**src/rtl/axi_lite_cmd_master.sv**
```systemverilog
// AXI4-Lite initiator: converts a single-beat command/response interface into one
// AXI4-Lite read or write transaction at a time, in order, one outstanding.
module axi_lite_cmd_master #(
    parameter int unsigned C_ADDR_W   = 16,
    parameter int unsigned C_ERRCNT_W = 8
) (
    input  logic                  m_axi_aclk,
    input  logic                  m_axi_areset,

    input  logic                  cmd_valid,
    output logic                  cmd_ready,
    input  logic                  cmd_write,
    input  logic [C_ADDR_W-1:0]   cmd_addr,
    input  logic [31:0]           cmd_wdata,
    input  logic [3:0]            cmd_wstrb,

    output logic                  rsp_valid,
    input  logic                  rsp_ready,
    output logic                  rsp_write,
    output logic [31:0]           rsp_rdata,
    output logic [1:0]            rsp_resp,

    output logic [C_ERRCNT_W-1:0] err_cnt,
    output logic                  busy,

    output logic                  m_axi_awvalid,
    input  logic                  m_axi_awready,
    output logic [C_ADDR_W-1:0]   m_axi_awaddr,
    output logic [2:0]            m_axi_awprot,

    output logic                  m_axi_wvalid,
    input  logic                  m_axi_wready,
    output logic [31:0]           m_axi_wdata,
    output logic [3:0]            m_axi_wstrb,

    input  logic                  m_axi_bvalid,
    output logic                  m_axi_bready,
    input  logic [1:0]            m_axi_bresp,

    output logic                  m_axi_arvalid,
    input  logic                  m_axi_arready,
    output logic [C_ADDR_W-1:0]   m_axi_araddr,
    output logic [2:0]            m_axi_arprot,

    input  logic                  m_axi_rvalid,
    output logic                  m_axi_rready,
    input  logic [31:0]           m_axi_rdata,
    input  logic [1:0]            m_axi_rresp
);

    typedef enum logic [2:0] {
        StIdle,
        StWrAddrData,
        StWrResp,
        StRdAddr,
        StRdData,
        StRsp
    } state_e;

    state_e                state_q, state_d;
    logic [C_ADDR_W-1:0]   addr_q, addr_d;
    logic [31:0]           wdata_q, wdata_d;
    logic [3:0]            wstrb_q, wstrb_d;
    logic                  write_q, write_d;
    // AW and W complete independently; each pending flag is that channel's valid.
    logic                  aw_pend_q, aw_pend_d;
    logic                  w_pend_q, w_pend_d;
    logic [31:0]           rdata_q, rdata_d;
    logic [1:0]            resp_q, resp_d;
    logic [C_ERRCNT_W-1:0] err_q, err_d;
    logic                  capture;

    // Next-state, command latch, response capture and error counting.
    always_comb begin
        state_d   = state_q;
        addr_d    = addr_q;
        wdata_d   = wdata_q;
        wstrb_d   = wstrb_q;
        write_d   = write_q;
        aw_pend_d = aw_pend_q;
        w_pend_d  = w_pend_q;
        rdata_d   = rdata_q;
        resp_d    = resp_q;
        err_d     = err_q;
        capture   = 1'b0;

        case (state_q)
            StIdle: begin
                if (cmd_valid) begin
                    addr_d  = cmd_addr;
                    wdata_d = cmd_wdata;
                    wstrb_d = cmd_wstrb;
                    write_d = cmd_write;
                    if (cmd_write) begin
                        aw_pend_d = 1'b1;
                        w_pend_d  = 1'b1;
                        state_d   = StWrAddrData;
                    end else begin
                        state_d = StRdAddr;
                    end
                end
            end
            StWrAddrData: begin
                if (aw_pend_q && m_axi_awready) aw_pend_d = 1'b0;
                if (w_pend_q && m_axi_wready)   w_pend_d  = 1'b0;
                if (!aw_pend_d && !w_pend_d)    state_d   = StWrResp;
            end
            StWrResp: begin
                if (m_axi_bvalid) begin
                    resp_d  = m_axi_bresp;
                    rdata_d = 32'h0;
                    capture = 1'b1;
                    state_d = StRsp;
                end
            end
            StRdAddr: begin
                if (m_axi_arready) state_d = StRdData;
            end
            StRdData: begin
                if (m_axi_rvalid) begin
                    resp_d  = m_axi_rresp;
                    rdata_d = m_axi_rdata;
                    capture = 1'b1;
                    state_d = StRsp;
                end
            end
            StRsp: begin
                if (rsp_ready) state_d = StIdle;
            end
            default: state_d = StIdle;
        endcase

        if (capture && (resp_d != 2'b00) && (err_q != {C_ERRCNT_W{1'b1}})) begin
            err_d = err_q + 1'b1;
        end
    end

    // State and datapath registers; async reset drops every valid immediately.
    always_ff @(posedge m_axi_aclk or posedge m_axi_areset) begin
        if (m_axi_areset) begin
            state_q   <= StIdle;
            addr_q    <= '0;
            wdata_q   <= '0;
            wstrb_q   <= '0;
            write_q   <= 1'b0;
            aw_pend_q <= 1'b0;
            w_pend_q  <= 1'b0;
            rdata_q   <= '0;
            resp_q    <= '0;
            err_q     <= '0;
        end else begin
            state_q   <= state_d;
            addr_q    <= addr_d;
            wdata_q   <= wdata_d;
            wstrb_q   <= wstrb_d;
            write_q   <= write_d;
            aw_pend_q <= aw_pend_d;
            w_pend_q  <= w_pend_d;
            rdata_q   <= rdata_d;
            resp_q    <= resp_d;
            err_q     <= err_d;
        end
    end

    // Outputs are decoded from registered state only, never from readies.
    always_comb begin
        cmd_ready     = (state_q == StIdle);
        busy          = (state_q != StIdle);
        rsp_valid     = (state_q == StRsp);
        rsp_write     = write_q;
        rsp_rdata     = rdata_q;
        rsp_resp      = resp_q;
        err_cnt       = err_q;
        m_axi_awvalid = aw_pend_q;
        m_axi_awaddr  = addr_q;
        m_axi_awprot  = 3'b000;
        m_axi_wvalid  = w_pend_q;
        m_axi_wdata   = wdata_q;
        m_axi_wstrb   = wstrb_q;
        m_axi_bready  = (state_q == StWrResp);
        m_axi_arvalid = (state_q == StRdAddr);
        m_axi_araddr  = addr_q;
        m_axi_arprot  = 3'b000;
        m_axi_rready  = (state_q == StRdData);
    end

endmodule

```
**config.mk**
```make
export PLATFORM = sky130hd
export DESIGN_NAME = axi_lite_cmd_master
export DESIGN_NICKNAME = d
export VERILOG_FILES = /design/src/rtl/axi_lite_cmd_master.sv
export SDC_FILE = /design/constraint.sdc
export NUM_CORES = 1
export LEC_CHECK = 0
export ABC_AREA = 1
export BUFFER_PORTS_ARGS = -buffer_cell sky130_fd_sc_hd__buf_4
export CELL_PAD_IN_SITES_DETAIL_PLACEMENT = 2
export CELL_PAD_IN_SITES_GLOBAL_PLACEMENT = 2
export CORE_MARGIN = 3
export CORE_UTILIZATION = 22
export CTS_CLUSTER_DIAMETER = 30
export DETAILED_ROUTE_END_ITERATION = 8
export GPL_TIMING_DRIVEN = 0
export PLACE_DENSITY_LB_ADDON = 0.05
export SETUP_SLACK_MARGIN = 0.05
export SYNTH_ARGS = -nofsm -noshare
export SYNTH_HDL_FRONTEND = slang
export SYNTH_SLANG_ARGS = --single-unit
```
**constraint.sdc**
```tcl
create_clock -name m_axi_aclk -period 2.7 [get_ports m_axi_aclk]
set_clock_uncertainty 0.1 [all_clocks]
set_input_delay 0.135 -clock m_axi_aclk [delete_from_list [all_inputs] [get_ports m_axi_aclk]]
set_output_delay 0.135 -clock m_axi_aclk [all_outputs]
set_load 0.02 [all_outputs]
```
* Word-level counts from Yosys, hierarchy flattened *
Cells that the tools add are included.

word-level totals
  input port bits = 98
  output and inout bits = 125
  word-level logic and storage cells = 65
  flip-flop bits (word level) = 100

cells by class
  add/subtract/negate cells = 1
  equality and inequality tests = 13
  muxes and demuxes = 25
  reductions and logical operators = 16

operators by type and width
  kind                                                                    count
  32-bit two-way mux                                                      2
  32-bit case mux with 2 select lines                                     1
  3-bit two-way mux                                                       6
  3-bit case mux with 6 select lines                                      1
  8-bit by 1-bit adder with 8-bit output (second input constant)          1
  1-bit two-way mux                                                       8
  2-bit != test (second input constant)                                   4
  8-bit != test (second input constant)                                   1
  3-bit by 2-bit equality test with 1-bit output (second input constant)  2
  3-bit equality test (second input constant)                             2
  2-bit two-way mux                                                       3
  2-bit by 1-bit != test with 1-bit output (second input constant)        3
  1-bit case mux with 2 select lines                                      3
  3-bit AND reduction                                                     2
  6-bit AND reduction                                                     1
  2-bit nonzero test                                                      3
  1-bit logical AND                                                       5
  2-bit case mux with 2 select lines                                      1
  3-bit by 1-bit equality test with 1-bit output (second input constant)  1
  3-bit zero test                                                         1
  3-bit nonzero test                                                      1
  1-bit zero test                                                         2
  2-bit AND reduction                                                     1

* Depth between registers and ports, before layout *
Gate-level depths: netlist of run 1.

  word-level depth = 7
  depth in mapped cells = 10
  mapped depth without buffers = 10

* Least setup slack after synthesis of run 1 *
Ideal clock, no wire load.

  kind = register to register
  start point = reg state_q[2]
  end point = reg state_q[2]
  data required time = 2472 ps
  setup time = 128 ps
  buffers on the path = 0
  stages on the path, launching flop included = 8
  slack = 1042 ps
  clock period less this slack = 1658 ps
  data arrival time = 1431 ps
  path through = dfrtp_1 inv_2 nor3_1 nand2_1 nand3_1 nor2_1 nand2_1 o21ai_0

on the way
  longest elaborated chain between the ends = 3
  elaborated cells on any way between the ends = 14
  classes of those cells = eq/ne (11); mux (1); reduce/logical (2)

RTL lines
  what                                                       line  text
  start: declaration                                         60    state_e state_q, state_d;
  start signal: assignment                                   141   state_q <= StIdle;
  start signal: assignment                                   152   state_q <= state_d;
  3-bit equality test (*)                                    -
  net rsp_valid                                              17    output logic rsp_valid,
  2-bit by 1-bit != test with 1-bit output (no source line)  -
  6-bit AND reduction (no source line)                       -

The timed path passes the listed nets; every way through them passes the cells marked *.
A chain may end at the register's enable or synchronous reset.

* Final worst setup path of run 1 *
  start point = reg state_q[0]
  end point = out m_axi_rready

on the way
  longest elaborated chain between the ends = 1

RTL lines
  what                 line  text
  3-bit equality test  184   m_axi_rready = (state_q == StRdData);
  end: declaration     46    output logic m_axi_rready,

Every way passes these cells.

==> results of run 1 <==
flip-flops by register name (all words and copies together) (netlist names):
register / cells
m_axi_wdata: 32
rsp_rdata: 32
m_axi_araddr: 16
err_cnt: 8
m_axi_wstrb: 4
state_q: 3
rsp_resp: 2
m_axi_awvalid: 1
m_axi_wvalid: 1
rsp_write: 1
synthesized netlist by cell type, types with 4 or more instances:
cell type and count:
nor2_1 12, inv_1 48, nand2_1 202, o21ai_0 17, nand3_1 49, dfrtp_1 100, buf_4 24, inv_2 5
a21oi_1 4, o21ai_1 19, buf_6 4, buf_2 12
cell families after synthesis:
family                   Yosys count  share of synthesized area, %
XOR/XNOR                           5                         0.987
adder cells (fa/ha/maj)            1                         0.282
buffers and inverters             95                          11.1
AND/OR/NAND/NOR                  277                          26.2
AO/OA/AOI/OAI                     41                          4.71
multiplexers                       1                         0.254
flip-flops                       100                          56.4
other                              1                        0.0845
worst max-delay path by stage:
stage,start,to,slack [ns]
6_report,state_q[0],m_axi_rready,0.77
5_1_grt,state_q[0],m_axi_rready,0.63
4_1_cts,state_q[0],m_axi_rready,0.71
3_5_place_dp,state_q[0],m_axi_wstrb[0],0.84
3_3_place_gp,m_axi_areset,m_axi_wdata[23],0.35
2_1_floorplan,state_q[2],state_q[2],1.04
where the power goes:
| group | total [W] | internal, W | switching (W) | leakage [nW] |
|---|---|---|---|---|
| registers | 0.00259 | 0.00214 | 0.000455 | 1.30 |
| logic | 0.00426 | 0.00177 | 0.00250 | 2.62 |
| clock network | 0.00144 | 0.000839 | 0.000603 | 0.153 |
worst max-delay path, delay by kind of cell, from the launching register on:
kind | cells | cell delay, ns
buffers and inverters | 3 | 0.59
DFF | 1 | 0.43
and+or+nand+nor | 2 | 0.34
timing repair:
item	4_1_cts	5_1_grt
hold buffers	89	0
endpoints found under the setup margin	0	0
endpoints found under the hold margin	105	0
layer usage:
layer	vias up	wire length [um]	global-route usage, %
met2	127	9210	30.2
met4	0	225	4.34
li1	2222	-	-
met1	2267	7570	20.2
met5	-	0	0
met3	12	1030	4.29
final cells by class:
type / instances / area [um2]
fillers: 2253 / 12000
plain buffers: 42 / 293
well taps: 265 / 332
inverters: 53 / 203
repair buffers: 308 / 2580
multi-input cells: 331 / 1460
clock buffers: 12 / 246
flip-flops and latches: 100 / 2500
clock inverters: 4 / 72.6
metrics by stage:
step           power, W  cells  cell area (um2)  hold WS [ns]  utilization [%]
2_1_floorplan   0.00488    526             4460         0.145                -
3_3_place_gp    0.00667   1007             6410         0.229             32.6
3_5_place_dp    0.00683   1010             6480         0.106             33.0
4_1_cts         0.00843   1115             7690        0.0450             39.1
5_1_grt         0.00893   1115             7690        0.0727             39.1
6_report        0.00830   1115             7690        0.0509             39.1
==> metrics.cfg, run 1 <==
[timing]
rsz0062_at_grt = false
maxSlewHeadroom_pct = 65.4
clock.fmax_ghz = 0.517
drv_slew = 0
setup-violations-final = 0
period_minus_slack_ns = 1.93
hold_violations = 0
setup_slack_ns = 0.766
fin_tns_setup_ns = 0
worst_pin_slew_ns = 0.519
period_share_pct = 71.6

[floorplan]
start_util_pct = 22.6
die_w_um = 148
rows = 51
io_pins = 223
die_area_mm2 = 0.0219
dieHeight_um = 148
core_region_area_mm2 = 0.0197

[final_layout]
mostFrequentLayoutCells = 240 x buf_4, 202 x nand2_1, 100 x dfrtp_1
areaGrowthSynthToFinish_pct = 73.3
drive_above_1_share_pct = 34.4
final_common_cell = buf_4
nNetsFinal = 944
antenna_cells = 0

[grt]
grt_pass1_wl_mm = 29.4
grt_pass1_vias = 5322
track_usage_pct = 16.9
grt.overflow.total = 0
grt_max_degree = 37
antenna_found_initial = 0

[placed_design]
io_buffers = 216
dpl.hpwl_mm = 12.7
globalplace.congestion = 0.732
dpl_worst_slack_ns = 0.843

[synthesis]
ys_ff_latch = 100
syn_inst = 521
synth_top_area_share_pct = 56.4
async_flop_share_pct = 100
synth_cell_types = 25
yosys-top-cells-area = dfrtp_1 56%, nand2_1 17%, nand3_1 5.5%
avgSynthCellArea_um2 = 8.52
yosysWarnings = 0
ys.flop_type = dfrtp_1
synth_edf_count = 0
yosysSeqAreaShare_pct = 56.4
yosysTopAreaCell = dfrtp_1
synthesis.area_mm2 = 0.00444

[cts]
clk_pin_slew_worst_paths_ns = 0.07
numCtsBuffers = 9
postCtsSetupRepairBufs = 0
cts_resized = 0
clockBufferDepth = 2
cts_tree = built
clock_latency_ns = 0.35
cts_root_buf = clkbuf_16
htreeDepth = 3
cts.sinks = 100

[critical_path]
cpPeakStageDelay_ns = 0.43
required_ns = 2.47
cp_slowest_cell = dfrtp_1
reg2reg_depth = 8
cp.arrival_ns = 1.70
start_kind = register
cp_max_fo = 10
endpoint_kind = primary output
r2r_start = state_q[0]
critical_path.cell_chain = inv_2 -> nand2_2 -> nor2_4 -> buf_2 -> buf_4
path_class = register to primary output
rrSetupSlack_ns = 0.94
reg2reg_to = m_axi_wstrb[0]

[hold_path]
min_from = cmd_valid
holdPathStages = 5
holdPathEnd = state_q[0]
hp-class = input port to register

[route]
drtIter0Drc = 74
route.detailed.drc = 0
wl_mm = 18.0
viasPerCell = 4.15
routedWlPerCell_um = 16.2
vias = 4628
drtPass1Iterations = 4
drtAntennaViolNets = 0

[power_and_ir_drop]
p_leak_nw = 4.07
cellPowerDensity_mw_per_mm2 = 1080
vdd.ir_drop.worst_v = 0.000355

[job]
max_cap_violations = 0

[outcome]
status = finished clean

(Power assumes the default switching activity.)
==> run 2, diff against run 1 <==
Settings changed: ABC_AREA 1 to 0, CORE_UTILIZATION 22 to 24.
Clock period 2.7 ns to 1.5 ns, I/O delays scaled along.
==> run 2 against run 1 <==
The flow now finishes with violations (setup timing); critical endpoint is now state_q[1]; synthesized area shrank 3.5%; sequential power grew 91%; register-to-register slack lost 1.5 ns.
==> metrics.cfg, run 2 <==
[critical_path]
reg2reg_to = state_q[1]
cp_max_fo = 4  ; -6
start_kind = register
cp.arrival_ns = 2.17  ; +0.47 ns
r2r_start = state_q[2]
required_ns = 1.64  ; -0.83 ns
endpoint_kind = register
reg2reg_depth = 9  ; +1
rrSetupSlack_ns = -0.53  ; -1.47 ns
path_class = register to register

[power_and_ir_drop]
intPower_w = 0.0115  ; +140%
p_comb_share_pct = 59.8  ; +8.4 points
p_sw_w = 0.00739  ; +110%
power_frac_clock_pct = 14.1  ; -3.3 points
vdd.ir_drop.worst_v = 0.000920  ; +160%
cellPowerDensity_mw_per_mm2 = 2130  ; +97%
swShare_pct = 39.1  ; -3.8 points
p_leak_nw = 4.32  ; +6.1%
pwr-share-seq_pct = 26.2  ; -5.1 points

[placed_design]
placedCellCount = 817  ; -19%
io_buffers = 216  ; unchanged
dpl.hpwl_mm = 11.4  ; -10%
globalplace.congestion = 0.740  ; +1.1%

[grt]
grt_pass1_wl_mm = 28.6  ; -2.4%
track_usage_pct = 18.7  ; +1.8 points
grt_max_degree = 34  ; -8.1%
antenna_found_initial = 0  ; unchanged
grt_pass1_vias = 4824  ; -9.4%
grt.overflow.total = 0  ; unchanged

[timing]
fin_tns_setup_ns = -41.71  ; -41.71 ns
drv_slew = 0  ; unchanged
rsz0062_at_grt = true
setup_slack_ns = -0.533  ; -1.30 ns
hold_violations = 0  ; unchanged
clock.fmax_ghz = 0.492
period_minus_slack_ns = 2.03
setup-violations-final = 104  ; +104
period_share_pct = 136

[synthesis]
ys.flop_type = dfrtp_1
synth_cell_types = 41  ; +64%
yosysTopAreaCell = dfrtp_1
synth_common_cells = 100 x dfrtp_1, 66 x nand2_1, 54 x mux2_2
yosys-top-cells-area = dfrtp_1 58%, mux2_2 14%, nand2_1 5.8%
synthesis.area_mm2 = 0.00428  ; -3.5%
yosysWarnings = 0  ; unchanged
avgSynthCellArea_um2 = 11.6  ; +37%
synth_edf_count = 0  ; unchanged
syn_inst = 368  ; -29%
ys_ff_latch = 100  ; unchanged
yosysSeqAreaShare_pct = 58.4  ; +2.0 points
synth_top_area_share_pct = 58.4  ; +2.0 points
synth_most_common_cell = dfrtp_1
async_flop_share_pct = 100  ; unchanged

[cts]
htreeDepth = 3  ; unchanged
clockBufferDepth = 2  ; unchanged
clk_pin_slew_worst_paths_ns = 0.07  ; about the same
cts.sinks = 100  ; unchanged
clock_latency_ns = 0.35  ; about the same
numCtsBuffers = 9  ; unchanged
cts_root_buf = clkbuf_16
cts_tree = built

[final_layout]
areaGrowthSynthToFinish_pct = 107
nNetsFinal = 850  ; -10%
antenna_cells = 0  ; unchanged
mostFrequentLayoutCells = 258 x buf_4, 99 x dfrtp_1, 88 x dlygate4sd3_1
finalNonFillerCells = 981  ; -12%
drive_above_1_share_pct = 58.3  ; +24 points
final_common_cell = buf_4
n_fill_cell = 1681  ; -25%

[job]
max_cap_violations = 0  ; unchanged

[route]
drtAntennaViolNets = 0  ; unchanged
wl_mm = 19.6  ; +8.7%
routedWlPerCell_um = 20.0  ; +24%
route.detailed.drc = 0  ; unchanged
drtIter0Drc = 93  ; +26%
vias = 4283  ; -7.5%
viasPerCell = 4.37  ; +5.2%
drtPass1Iterations = 4  ; unchanged

[hold_path]
hp-class = input port to register
holdPathStages = 4  ; -1
min_from = m_axi_rresp[0]
holdPathEnd = rsp_resp[0]

[floorplan]
die_w_um = 140  ; -5.7%
rows = 48  ; -5.9%
die_area_mm2 = 0.0195  ; -11%
io_pins = 223  ; unchanged
dieHeight_um = 140  ; -5.7%
start_util_pct = 24.7  ; +2.1 points
core_region_area_mm2 = 0.0174  ; -12%

[outcome]
violations = setup timing
status = complete, but fails checks

run 2: changes by cell type in the layout (fill, tap and decap cells not counted), moves of 18 or more:
cell	delta
nand3_1	-46
buf_4	+18
mux2_4	+54
inv_1	-45
nand2_1	-146
buf_6	+28
run 2: per-stage QoR:
step | area [um2] | worst slack [ns] | util [%] | power [W] | hold slack, ns
after floorplan | 4360 | -0.435 | - | 0.00924 | 0.0607
after global placement | 6260 | -0.722 | 36.1 | 0.0126 | 0.159
after detailed placement | 6320 | -0.604 | 36.4 | 0.0128 | 0.0121
after CTS | 8360 | -0.510 | 48.2 | 0.0178 | 0.0505
after global routing | 8880 | -0.611 | 51.2 | 0.0200 | 0.120
final | 8880 | -0.533 | 51.2 | 0.0189 | 0.0981
run 2: cell families (layout without fill, tap and decap cells):
group	after synthesis	after routing	synth area share, %
AOI/OAI and AO/OA	50	50	6.51
xor gates and xnor gates	8	8	1.64
adders and majority gates	1	1	0.292
buffers and inverters	47	430	6.78
DFF	100	100	58.4
muxes	59	59	15.5
other	1	6	0.0876
and+or+nand+nor	102	102	10.8
run 2: timing repair:
action                                 4_1_cts  5_1_grt
setup endpoints to repair                  106      106
endpoints found under the hold margin      161        0
buffers inserted                            31       20
pin swaps                                    8       17
hold buffers                                88        0
gates cloned                                 4        7
gates resized for setup                    142       67
run 2: layout make-up:
| type | count | area (um2) | share of cell area, % |
|---|---|---|---|
| Timing Repair Buffer | 368 | 3290 | 37.0 |
| Clock buffer | 10 | 239 | 2.69 |
| Tap cell | 225 | 282 | 3.17 |
| Sequential cell | 100 | 2500 | 28.2 |
| Multi-Input combinational cell | 226 | 1950 | 21.9 |
| Inverter | 6 | 31.3 | 0.352 |
| Buffer | 40 | 503 | 5.66 |
| Clock inverter | 6 | 93.8 | 1.06 |
run 2: metal layers:
metal,share of wire (%),track usage (%),vias up,wire length (um)
met3,4.4,3.02,11,864
met4,1.1,5.46,0,206
met5,0,0,-,0
li1,-,-,1984,-
met1,40,22.9,2156,7890
met2,54,33.8,132,10600
run 2: worst max path at each step:
stage	from	depth (start not counted)	end
2_1_floorplan	state_q[2]	6	err_cnt[1]
4_1_cts	state_q[2]	6	err_cnt[1]
6_report	state_q[2]	9	state_q[1]
3_3_place_gp	m_axi_areset	2	err_cnt[2]
3_5_place_dp	state_q[0]	7	err_cnt[1]
5_1_grt	state_q[2]	9	state_q[1]
run 2: critical path, stage by stage (launching register included):
cell       delay [ns]
dfrtp_1          0.38
buf_6            0.13
buf_6            0.11
buf_6            0.09
mux2_2           0.33
o22a_1           0.20
o211ai_1         0.19
buf_4            0.18
a2111oi_2        0.05
a21o_1           0.16
run 2: power by group through the flow:
stage / registers [W] / logic (W) / clock network [W]
floorplan: 0.00614 / 0.00310 / 0
global placement: 0.00474 / 0.00783 / 0
detailed placement: 0.00482 / 0.00802 / 0
CTS: 0.00483 / 0.0102 / 0.00274
global route: 0.00513 / 0.0120 / 0.00288
finish: 0.00495 / 0.0113 / 0.00266
